[src/rtl/line_buffer_ctrl_pkg.sv]
//----------------------------------------------------------------------------
// line_buffer_ctrl_pkg : shared definitions for the line buffer sequencer
// Rev 1.0
//----------------------------------------------------------------------------
`default_nettype none

`ifndef LOG2
`define LOG2(x) ($clog2(x))
`endif

package line_buffer_ctrl_pkg;

    typedef enum logic [0:0] {
        FILL   = 1'b0,
        STREAM = 1'b1
    } lb_state_t;

endpackage

`default_nettype wire

[src/rtl/line_buffer_ctrl.sv]
//----------------------------------------------------------------------------
// line_buffer_ctrl : pixel-stream sequencer for a convolution line buffer
// Rev 1.0
//----------------------------------------------------------------------------
`default_nettype none

`ifndef LOG2
`define LOG2(x) ($clog2(x))
`endif

module line_buffer_ctrl
    import line_buffer_ctrl_pkg::*;
#(
    parameter  int FILTER_SIZE = 3,
    parameter  int IMAGE_SIZE  = 28,
    localparam int DEPTH       = IMAGE_SIZE - (FILTER_SIZE - 1),
    localparam int AW          = `LOG2(IMAGE_SIZE)
) (
    input  logic          clk,
    input  logic          rst_n,
    input  logic          in_valid,
    output logic          in_ready,
    output logic          lb_clk_en,
    output logic [AW-1:0] lb_wr_addr,
    output logic [AW-1:0] lb_rd_addr,
    output logic          out_valid,
    input  logic          out_ready,
    output logic [AW-1:0] out_x,
    output logic [AW-1:0] out_y,
    output logic          out_last
);

    localparam logic [AW-1:0] LAST_IDX  = AW'(IMAGE_SIZE - 1);
    localparam logic [AW-1:0] PRIME_ROW = AW'(FILTER_SIZE - 2);
    localparam logic [AW-1:0] EDGE      = AW'(FILTER_SIZE - 1);
    localparam logic [AW-1:0] PTR_MAX   = AW'(DEPTH - 1);

    lb_state_t     state;
    lb_state_t     state_next;
    logic [AW-1:0] col;
    logic [AW-1:0] row;
    logic [AW-1:0] ptr;
    logic          accept;
    logic          row_end;
    logic          frame_end;
    logic          qualify;

    // The line buffer must not shift while a window is still waiting downstream.
    assign in_ready   = !out_valid || out_ready;
    assign accept     = in_valid && in_ready;
    assign lb_clk_en  = accept;
    assign row_end    = (col == LAST_IDX);
    assign frame_end  = row_end && (row == LAST_IDX);
    assign qualify    = accept && (state == STREAM) && (col >= EDGE);

    assign lb_wr_addr = ptr;
    assign lb_rd_addr = (ptr == PTR_MAX) ? '0 : ptr + AW'(1);

    always_comb begin
        state_next = state;
        case (state)
            FILL:    if (accept && row_end && (row == PRIME_ROW)) state_next = STREAM;
            STREAM:  if (accept && frame_end)                      state_next = FILL;
            default: state_next = FILL;
        endcase
    end

    always_ff @(posedge clk or negedge rst_n) begin
        if (!rst_n) begin
            state <= FILL;
        end else begin
            state <= state_next;
        end
    end

    always_ff @(posedge clk or negedge rst_n) begin
        if (!rst_n) begin
            col <= '0;
            row <= '0;
            ptr <= '0;
        end else if (accept) begin
            if (row_end) begin
                col <= '0;
                row <= frame_end ? '0 : row + AW'(1);
            end else begin
                col <= col + AW'(1);
            end
            // Frame end realigns the circular pointer so every frame starts at 0.
            ptr <= (frame_end || (ptr == PTR_MAX)) ? '0 : ptr + AW'(1);
        end
    end

    always_ff @(posedge clk or negedge rst_n) begin
        if (!rst_n) begin
            out_valid <= 1'b0;
            out_x     <= '0;
            out_y     <= '0;
            out_last  <= 1'b0;
        end else if (qualify) begin
            out_valid <= 1'b1;
            out_x     <= col - EDGE;
            out_y     <= row - EDGE;
            out_last  <= frame_end;
        end else if (out_valid && out_ready) begin
            out_valid <= 1'b0;
        end
    end

endmodule

`default_nettype wire
[config.mk]
export PLATFORM = sky130hd
export DESIGN_NAME = line_buffer_ctrl
export DESIGN_NICKNAME = d
export VERILOG_FILES = /design/src/rtl/line_buffer_ctrl_pkg.sv /design/src/rtl/line_buffer_ctrl.sv
export SDC_FILE = /design/constraint.sdc
export NUM_CORES = 1
export LEC_CHECK = 0
export CAP_MARGIN = 20
export CORE_ASPECT_RATIO = 0.5
export CORE_MARGIN = 2
export CORE_UTILIZATION = 45
export DETAILED_ROUTE_END_ITERATION = 8
export GPL_TIMING_DRIVEN = 0
export MAX_ROUTING_LAYER = met4
export PLACE_DENSITY = 0.7
export SYNTH_ARGS = -nofsm -noshare
export SYNTH_HDL_FRONTEND = slang
export SYNTH_SLANG_ARGS = --single-unit
[constraint.sdc]
create_clock -name clk -period 1.9 [get_ports clk]
set_input_delay 0.19 -clock clk [delete_from_list [all_inputs] [get_ports clk]]
set_output_delay 0.19 -clock clk [all_outputs]
set_load 0.1 [all_outputs]
Word-level counts from Yosys, hierarchy flattened
Index checks and enable logic that the tools add are counted.
Widths: inputs -> output; s select.
Word-level totals
  flip-flop bits (word level): 28
  logic and storage cells: 41
Operators by class
  add/sub/neg operators: 5
  order comparisons: 1
  eq/ne operators: 4
  muxes and demuxes: 9
  bitwise operators: 1
  reductions and logical operators: 13
Operators with widths (number)
  $mux 5: 4
  $add 5x1->5 const B: 3
  $eq 5x5->1 const B: 3
  $sub 5x2->5 const B: 2
  $logic_and 1x1->1: 8
  $eq 5x1->1 const B: 1
  $ge 5x2->1 const B: 1
  $mux 1: 4
  $logic_or 1x1->1: 2
  $pmux 1 s2: 1
  $reduce_and 2->1: 1
  $reduce_bool 2->1: 1
  $logic_not 1->1: 1
  $not 1->1: 1

Longest topological paths before layout
Gate-level depths: netlist of run 1.
  word-level depth: 7
  gate-level depth with buffers: 6

Worst setup path after synthesis of run 1
OpenSTA, ideal clock, no wires.
  path kind: flip-flop to flip-flop
  start: register ptr[0], in the netlist lb_wr_addr[0]
  end: register ptr[4], in the netlist lb_wr_addr[4]
  library setup time: 0.075 ns
  arrival: 3.174 ns
  path slack: -1.349 ns
  stages on the path, launching flop included: 5
  path through: dfrtp_1 ha_1 nand2b_1 o211ai_1 a22o_1
On the way
  longest elaborated chain between the ends: 3
RTL lines
  start, declared: line line_buffer_ctrl.sv:42  | logic [AW-1:0] ptr;
  start signal, assigned: line line_buffer_ctrl.sv:89  | ptr <= (frame_end || (ptr == PTR_MAX)) ? '0 : ptr + AW'(1);
  parallel branches: the longest is 2 deep, another holds $add 5x1->5
  $mux 5 *: line line_buffer_ctrl.sv:89
Mark *: on every way between the ends.
A chain may end at the register's enable or synchronous reset.

Worst setup path after layout of run 1
  start: register ptr[0], in the netlist lb_wr_addr[0]
  end: output lb_rd_addr[4]
On the way
  longest elaborated chain between the ends: 2
RTL lines
  $add 5x1->5 / $eq 5x5->1 (equally long branches): line line_buffer_ctrl.sv:57  | assign lb_rd_addr = (ptr == PTR_MAX) ? '0 : ptr + AW'(1);
  $mux 5 *: line line_buffer_ctrl.sv:57
  end, declared: line line_buffer_ctrl.sv:25  | output logic [AW-1:0] lb_rd_addr,
Mark *: on every way between the ends. The rest lies on a longest branch, timed or not.

==> results of run 1 <==
[layer usage]
| metal | GRT usage | share of wire | vias up |
|---|---|---|---|
| li1 | - | - | 558 |
| met5 | - | 0 | - |
| met3 | 0.0402 | 0.028 | 5 |
| met4 | 0.0667 | 0.011 | 0 |
| met1 | 0.237 | 0.48 | 565 |
| met2 | 0.313 | 0.48 | 19 |
[stage by stage]
step | instance area (um2) | hold slack [ps] | power [mW] | cells
floorplan | 1620 | -106 | 2.39 | 136
finish | 2050 | 256 | 3.20 | 213
global placement | 1940 | 475 | 2.77 | 203
detailed placement | 1950 | 493 | 2.80 | 204
global route | 2050 | 287 | 3.35 | 213
CTS | 2000 | 245 | 3.14 | 209
[worst paths after layout]
| path | cells past startpoint | to |
|---|---|---|
| max in group asynchronous | 2 | lb_wr_addr[0]$_DFFE_PN0N_ |
| min in group clk | 1 | out_last$_DFFE_PN0P_ |
| max | 4 | lb_rd_addr[4] |
| min | 1 | out_y[2]$_DFFE_PN0P_ |
| min reg2reg | 1 | out_last$_DFFE_PN0P_ |
| max reg2reg | 6 | lb_wr_addr[1]$_DFFE_PN0N_ |
[placed cells by master (no fill, tap or decap), drive strengths merged, types with 2 or more instances in the layout]
master / count
ha: 10
a22o: 3
or3: 2
dlygate4sd2: 17
clkbuf: 5
nand3: 4
a31oi: 2
nor3: 3
inv: 10
buf: 14
mux2: 11
nand2: 12
or4: 2
nand4: 2
nor2b: 3
nand2b: 3
mux2i: 2
and4b: 2
clkdlybuf4s50: 3
nor2: 6
dfrtp: 28
xor2: 4
o21ai: 10
a21oi: 3
[cell type report]
cell class,count,area [um2]
inverter,10,40.0
buffer,3,45.0
clock buffer,4,55.1
timing repair buffer,33,315
sequential,28,718
tap,40,50.0
fill,257,1030
multi-input combinational,95,828
[sequential cells by signal, summed over array words and instances (netlist names)]
signal and flops:
col 5, out_valid 1, state 1, out_y 5, row 5, out_x 5
lb_wr_addr 5, out_last 1
[Yosys cell counts]
master / n
sky130_fd_sc_hd__buf_6: 1
sky130_fd_sc_hd__nand3_1: 3
sky130_fd_sc_hd__mux2_2: 11
sky130_fd_sc_hd__xnor2_1: 1
sky130_fd_sc_hd__or3_1: 1
sky130_fd_sc_hd__nor2_1: 6
sky130_fd_sc_hd__o31ai_1: 1
sky130_fd_sc_hd__nand4_1: 2
sky130_fd_sc_hd__dfrtp_1: 28
sky130_fd_sc_hd__nor4b_1: 1
sky130_fd_sc_hd__or3_2: 1
sky130_fd_sc_hd__mux2i_1: 2
sky130_fd_sc_hd__nand2_1: 12
sky130_fd_sc_hd__and4b_1: 2
sky130_fd_sc_hd__or4_1: 2
sky130_fd_sc_hd__a21o_2: 1
sky130_fd_sc_hd__nand3_4: 1
sky130_fd_sc_hd__xor2_1: 4
sky130_fd_sc_hd__o211ai_1: 1
sky130_fd_sc_hd__o311ai_4: 1
sky130_fd_sc_hd__buf_2: 1
sky130_fd_sc_hd__ha_1: 10
sky130_fd_sc_hd__and2_4: 1
sky130_fd_sc_hd__o21ai_0: 10
sky130_fd_sc_hd__nor3_1: 3
sky130_fd_sc_hd__or2b_2: 1
sky130_fd_sc_hd__a32o_1: 1
sky130_fd_sc_hd__clkbuf_1: 1
sky130_fd_sc_hd__inv_1: 10
sky130_fd_sc_hd__a22o_1: 3
sky130_fd_sc_hd__o221ai_1: 1
sky130_fd_sc_hd__nor2b_1: 3
sky130_fd_sc_hd__nand2b_1: 3
sky130_fd_sc_hd__a31oi_1: 2
sky130_fd_sc_hd__a21oi_1: 3
sky130_fd_sc_hd__o311a_2: 1
[power groups by stage]
stage               Sequential (mW)  Clock (mW)  Combinational, mW
detailed placement            0.926           0               1.88
floorplan                      1.38           0               1.01
CTS                           0.912       0.393               1.83
finish                        0.918       0.372               1.91
global route                  0.943       0.406               2.00
global placement              0.918           0               1.85
[kinds of logic after synthesis]
logic type	share of synthesized area
AND/OR/NAND/NOR	0.161
buffers and inverters	0.0385
flip-flops	0.469
multiplexers	0.0962
adder cells (fa/ha/maj)	0.0837
AO/OA/AOI/OAI	0.123
XOR/XNOR	0.0293
[critical path: stages, from the launching register on]
cell                       delay, ps
sky130_fd_sc_hd__dfrtp_4         520
sky130_fd_sc_hd__ha_4            170
sky130_fd_sc_hd__nand2b_4        140
sky130_fd_sc_hd__o211ai_1        280
sky130_fd_sc_hd__buf_6           270
[repair_timing]
action	4_1_cts	5_1_grt
endpoints found under the setup margin	28	8
hold endpoints to repair	0	0
gates cloned	0	0
resized for setup	59	8
hold buffers	0	0
pin swaps	1	2
setup buffers	1	4
==> impl_metrics.xml, run 1 <==
<?xml version="1.0" encoding="UTF-8"?>
<metrics>
  <group name="final_layout">
    <metric name="final_util" unit="">0.666</metric>
    <metric name="fin_nets" unit="">188</metric>
    <metric name="antenna_cells" unit="">0</metric>
    <metric name="share_of_layout_cells_above_drive_strength_1" unit="">0.335</metric>
    <metric name="relative_area_change_from_synthesis_to_final_layout" unit="%">37.2</metric>
  </group>
  <group name="logic_synthesis">
    <metric name="synth.top_cell.area_share" unit="">0.469</metric>
    <metric name="register_area_share_after_synthesis" unit="">0.469</metric>
    <metric name="ys_top_cells_by_area" unit="">sky130_fd_sc_hd__dfrtp_1, sky130_fd_sc_hd__ha_1, sky130_fd_sc_hd__mux2_2</metric>
    <metric name="synthDominantAreaCellType" unit="">sky130_fd_sc_hd__dfrtp_1</metric>
    <metric name="synthesis.yosys.warnings" unit="">0</metric>
    <metric name="ys_seq_elements" unit="">28</metric>
    <metric name="post_synth_instance_area" unit="um2">1500</metric>
    <metric name="syn-instance-count" unit="">136</metric>
    <metric name="post_synth_num_cell_types" unit="">36</metric>
    <metric name="net_count_synth" unit="">150</metric>
    <metric name="synthesized_area_per_cell" unit="um2">11.0</metric>
  </group>
  <group name="outcome">
    <metric name="run_status" unit="">completed</metric>
  </group>
  <group name="floorplanning">
    <metric name="dieWidth" unit="um">85.5</metric>
    <metric name="die_h" unit="um">44.8</metric>
    <metric name="placementRows" unit="">14</metric>
    <metric name="design.die.area" unit="um2">3830</metric>
    <metric name="boundary_pins" unit="">28</metric>
    <metric name="fp.coreArea" unit="um2">3080</metric>
    <metric name="initial_utilization" unit="">0.485</metric>
  </group>
  <group name="clock_tree">
    <metric name="numClockSinks" unit="">28</metric>
    <metric name="numCtsBuffers" unit="">3</metric>
    <metric name="clock_latency" unit="ps">280</metric>
    <metric name="tritoncts_clock_tree" unit="">yes</metric>
    <metric name="cts_root_buf" unit="">sky130_fd_sc_hd__clkbuf_8</metric>
    <metric name="worst_setup_hold_path_clk_slew" unit="ps">100</metric>
    <metric name="cts-htree-levels" unit="">1</metric>
    <metric name="cts.path.max_buffers" unit="">2</metric>
  </group>
  <group name="global_routing">
    <metric name="maximum_number_of_pins_on_one_net_before_global_route_repair" unit="">20</metric>
    <metric name="grt_pass1_vias" unit="">1109</metric>
    <metric name="grt_util_all_layers" unit="">0.189</metric>
    <metric name="global_route.overflow_total" unit="">0</metric>
    <metric name="number_of_antenna_violations_at_the_first_check_in_global_routing" unit="">0</metric>
    <metric name="grt_first_pass_wirelength" unit="mm">5.25</metric>
  </group>
  <group name="pwr">
    <metric name="total_net_switching_power" unit="mW">1.76</metric>
    <metric name="leakage_power_total" unit="nW">0.991</metric>
    <metric name="ir_worst_vdd" unit="mV">1.99</metric>
    <metric name="sequential_power_share" unit="">0.287</metric>
    <metric name="p_clk_frac" unit="">0.116</metric>
    <metric name="pint" unit="mW">1.45</metric>
    <metric name="switching_share" unit="">0.549</metric>
    <metric name="powerDensity" unit="nW/um2">1560</metric>
    <metric name="power.share.combinational" unit="">0.597</metric>
  </group>
  <group name="timing">
    <metric name="setup_violations" unit="">0</metric>
    <metric name="worst-slew-pin-transition" unit="ps">964</metric>
    <metric name="setup_ws" unit="ps">38.8</metric>
    <metric name="period_share" unit="">0.980</metric>
    <metric name="maxSlewViolCount" unit="">0</metric>
    <metric name="report.final.hold_viol_count" unit="">0</metric>
    <metric name="post-route-min-period" unit="ps">1860</metric>
    <metric name="max_clock_freq" unit="MHz">537</metric>
    <metric name="timing.max_slew.rel_slack" unit="">0.360</metric>
    <metric name="final.setup.tns" unit="ps">0</metric>
    <metric name="setup_repair_after_global_routing_missed_its_margin" unit="">yes</metric>
    <metric name="worst_clock_skew" unit="ps">10.3</metric>
  </group>
  <group name="setup_path">
    <metric name="worst-r2r-setup-slack" unit="ps">60</metric>
    <metric name="worst_setup_startpoint" unit="">lb_wr_addr[0]$_DFFE_PN0N_</metric>
    <metric name="cp-end-kind" unit="">output pin</metric>
    <metric name="critPathKind" unit="">reg2out</metric>
    <metric name="crit_path_max_fanout" unit="">5</metric>
    <metric name="startpoint_type" unit="">flop</metric>
    <metric name="reg2reg_from" unit="">col[0]$_DFFE_PN0N_</metric>
    <metric name="arrival" unit="ps">1670</metric>
    <metric name="critPathRequiredTime" unit="ps">1710</metric>
  </group>
  <group name="route">
    <metric name="vias" unit="">1147</metric>
    <metric name="postRouteWirelength" unit="mm">3.27</metric>
    <metric name="first_pass_iters" unit="">5</metric>
    <metric name="viasPerCell" unit="">5.38</metric>
    <metric name="wire_per_inst" unit="um">15.3</metric>
    <metric name="detail_route.iter0.violations" unit="">71</metric>
    <metric name="drt.antenna.violating_nets" unit="">0</metric>
    <metric name="route.detailed.drc" unit="">0</metric>
  </group>
  <group name="place">
    <metric name="place_ws" unit="ps">-561</metric>
    <metric name="place_hpwl" unit="mm">2.27</metric>
    <metric name="place_congestion" unit="">0.818</metric>
    <metric name="count_of_port_buffers_added_during_placement" unit="">27</metric>
  </group>
  <group name="min_path">
    <metric name="hold_path_class" unit="">in2async</metric>
  </group>
  <group name="run">
    <metric name="max_cap_violations" unit="">0</metric>
  </group>
</metrics>
Note: power is estimated with default switching activity, not from simulation.
==> inputs of run 2 (changes only) <==
--- a/config.mk
+++ b/config.mk
@@ -8,11 +8,12 @@
 export CAP_MARGIN = 20
 export CORE_ASPECT_RATIO = 0.5
 export CORE_MARGIN = 2
-export CORE_UTILIZATION = 45
+export CORE_UTILIZATION = 40
+export CTS_CLUSTER_DIAMETER = 80
 export DETAILED_ROUTE_END_ITERATION = 8
 export GPL_TIMING_DRIVEN = 0
 export MAX_ROUTING_LAYER = met4
-export PLACE_DENSITY = 0.7
+export PLACE_DENSITY = 0.64
 export SYNTH_ARGS = -nofsm -noshare
 export SYNTH_HDL_FRONTEND = slang
 export SYNTH_SLANG_ARGS = --single-unit
==> impl_metrics.xml, run 2 (synthesized netlist as in run 1, its figures left out) <==
<?xml version="1.0" encoding="UTF-8"?>
<metrics>
  <group name="outcome">
    <metric name="run_status" unit="">completed</metric>
  </group>
  <group name="floorplanning">
    <metric name="die_h" unit="um">47.2</metric>
    <metric name="placementRows" unit="">15</metric>
    <metric name="dieWidth" unit="um">90.5</metric>
    <metric name="design.die.area" unit="um2">4270</metric>
    <metric name="fp.coreArea" unit="um2">3510</metric>
    <metric name="boundary_pins" unit="">28</metric>
    <metric name="initial_utilization" unit="">0.426</metric>
  </group>
  <group name="final_layout">
    <metric name="final_util" unit="">0.584</metric>
    <metric name="share_of_layout_cells_above_drive_strength_1" unit="">0.339</metric>
    <metric name="fin_nets" unit="">186</metric>
    <metric name="layout.cell_area.non_filler" unit="um2">2050</metric>
    <metric name="relative_area_change_from_synthesis_to_final_layout" unit="%">37.1</metric>
    <metric name="post_layout_nonfiller_instances" unit="">222</metric>
    <metric name="antenna_cells" unit="">0</metric>
    <metric name="layout.filler_cells" unit="">311</metric>
    <metric name="layout.cells.most_common" unit="">sky130_fd_sc_hd__dfrtp_1</metric>
    <metric name="final_cell_mix" unit="">sky130_fd_sc_hd__dfrtp_1, sky130_fd_sc_hd__dlygate4sd2_1, sky130_fd_sc_hd__inv_1, sky130_fd_sc_hd__nand2_1</metric>
  </group>
  <group name="setup_path">
    <metric name="path_cells" unit="">ha_4 -&gt; nand2b_4 -&gt; o211ai_1 -&gt; buf_6</metric>
    <metric name="critPathRequiredTime" unit="ps">1710</metric>
    <metric name="crit_path_max_fanout" unit="">7</metric>
    <metric name="worst_path_dominant_cell_family" unit="">flip-flops</metric>
    <metric name="slowest_delay" unit="ps">530</metric>
    <metric name="arrival" unit="ps">1650</metric>
    <metric name="cp-end-kind" unit="">output pin</metric>
    <metric name="critPathKind" unit="">reg2out</metric>
    <metric name="critical_path.n_buffers_inverters" unit="">1</metric>
    <metric name="startpoint_type" unit="">flop</metric>
    <metric name="crit_path_slowest_cell" unit="">sky130_fd_sc_hd__dfrtp_4</metric>
  </group>
  <group name="clock_tree">
    <metric name="numClockSinks" unit="">28</metric>
    <metric name="numCtsBuffers" unit="">3</metric>
    <metric name="tritoncts_clock_tree" unit="">yes</metric>
    <metric name="worst_setup_hold_path_clk_slew" unit="ps">100</metric>
    <metric name="cts_root_buf" unit="">sky130_fd_sc_hd__clkbuf_8</metric>
    <metric name="clock_latency" unit="ps">280</metric>
    <metric name="postCtsHoldBufs" unit="">0</metric>
    <metric name="cts.path.max_buffers" unit="">2</metric>
    <metric name="cts-htree-levels" unit="">1</metric>
  </group>
  <group name="route">
    <metric name="detail_route.iter0.violations" unit="">41</metric>
    <metric name="viasPerCell" unit="">4.98</metric>
    <metric name="wire_per_inst" unit="um">14.5</metric>
    <metric name="route.detailed.drc" unit="">0</metric>
    <metric name="postRouteWirelength" unit="mm">3.21</metric>
    <metric name="drt.antenna.violating_nets" unit="">0</metric>
    <metric name="vias" unit="">1105</metric>
    <metric name="first_pass_iters" unit="">3</metric>
  </group>
  <group name="timing">
    <metric name="timing.max_slew.rel_slack" unit="">0.359</metric>
    <metric name="maxSlewViolCount" unit="">0</metric>
    <metric name="max_clock_freq" unit="MHz">544</metric>
    <metric name="report.final.hold_viol_count" unit="">0</metric>
    <metric name="worst-slew-pin-transition" unit="ps">966</metric>
    <metric name="setup_violations" unit="">0</metric>
    <metric name="post-route-min-period" unit="ps">1840</metric>
    <metric name="worst_clock_skew" unit="ps">7.41</metric>
    <metric name="period_share" unit="">0.968</metric>
    <metric name="final.setup.tns" unit="ps">0</metric>
    <metric name="setup_repair_after_global_routing_missed_its_margin" unit="">yes</metric>
  </group>
  <group name="global_routing">
    <metric name="global_route.overflow_total" unit="">0</metric>
    <metric name="maximum_number_of_pins_on_one_net_before_global_route_repair" unit="">20</metric>
    <metric name="grt_first_pass_wirelength" unit="mm">5.40</metric>
    <metric name="number_of_antenna_violations_at_the_first_check_in_global_routing" unit="">0</metric>
    <metric name="grt_pass1_vias" unit="">1095</metric>
    <metric name="grt_util_all_layers" unit="">0.174</metric>
  </group>
  <group name="place">
    <metric name="count_of_port_buffers_added_during_placement" unit="">27</metric>
    <metric name="place_congestion" unit="">0.795</metric>
    <metric name="detailed_place.area" unit="um2">1980</metric>
    <metric name="post-place-cells" unit="">215</metric>
    <metric name="place_hpwl" unit="mm">2.32</metric>
  </group>
  <group name="run">
    <metric name="max_cap_violations" unit="">0</metric>
  </group>
  <group name="pwr">
    <metric name="ir_worst_vdd" unit="mV">0.562</metric>
    <metric name="leakage_power_total" unit="nW">0.971</metric>
    <metric name="powerDensity" unit="nW/um2">1530</metric>
  </group>
  <group name="min_path">
    <metric name="hold_path_class" unit="">in2async</metric>
  </group>
</metrics>
[run 2: changes by cell type in the layout (fill, tap and decap cells not counted), sizes merged]
cell / before / now
buf: 14 / 12
[run 2: final timing paths]
path	from	to	slack [ps]	cells past startpoint
max	lb_wr_addr[0]$_DFFE_PN0N_	lb_rd_addr[4]	60	4
min	rst_n	row[3]$_DFFE_PN0P_	270	1
max reg2reg	col[0]$_DFFE_PN0N_	out_x[1]$_DFFE_PN0P_	80	6
min reg2reg	out_last$_DFFE_PN0P_	out_last$_DFFE_PN0P_	500	1
max in group asynchronous	rst_n	lb_wr_addr[4]$_DFFE_PN0N_	1140	2
min in group clk	out_last$_DFFE_PN0P_	out_last$_DFFE_PN0P_	500	1
[run 2: cell type report]
class | count | area (um2) | share of cell area
repair buffers | 31 | 304 | 0.148
clock buffers | 4 | 45.0 | 0.0220
multi-input cells | 95 | 831 | 0.405
well taps | 51 | 63.8 | 0.0311
plain buffers | 3 | 45.0 | 0.0220
flip-flops and latches | 28 | 721 | 0.352
inverters | 10 | 40.0 | 0.0195
[run 2: power breakdown]
part	switching (mW)	internal, mW	leakage [nW]
combinational	1.36	0.510	0.599
sequential	0.187	0.735	0.349
clock	0.181	0.150	0.0228
[run 2: per-stage QoR]
step	setup slack (ps)	hold WS [ps]	power (mW)
after detailed placement	-571	481	2.81
after global placement	-563	477	2.78
final	61.5	271	3.13
after floorplan	-971	-106	2.39
after CTS	14.8	289	3.10
after global routing	-19.3	294	3.30
[run 2: per-layer routing]
metal  up-vias  GRT usage  share of wire
met4         0     0.0554          0.012
met1       525      0.220           0.51
met5         -          -              0
li1        560          -              -
met3         4     0.0401          0.026
met2        16      0.285           0.45
[run 2: timing repair]
action                                  4_1_cts  5_1_grt
endpoints found under the setup margin       28       10
pin swaps                                     1        2
endpoints found under the hold margin         0        0
gates resized for setup                      59       12
buffers inserted                              2        1
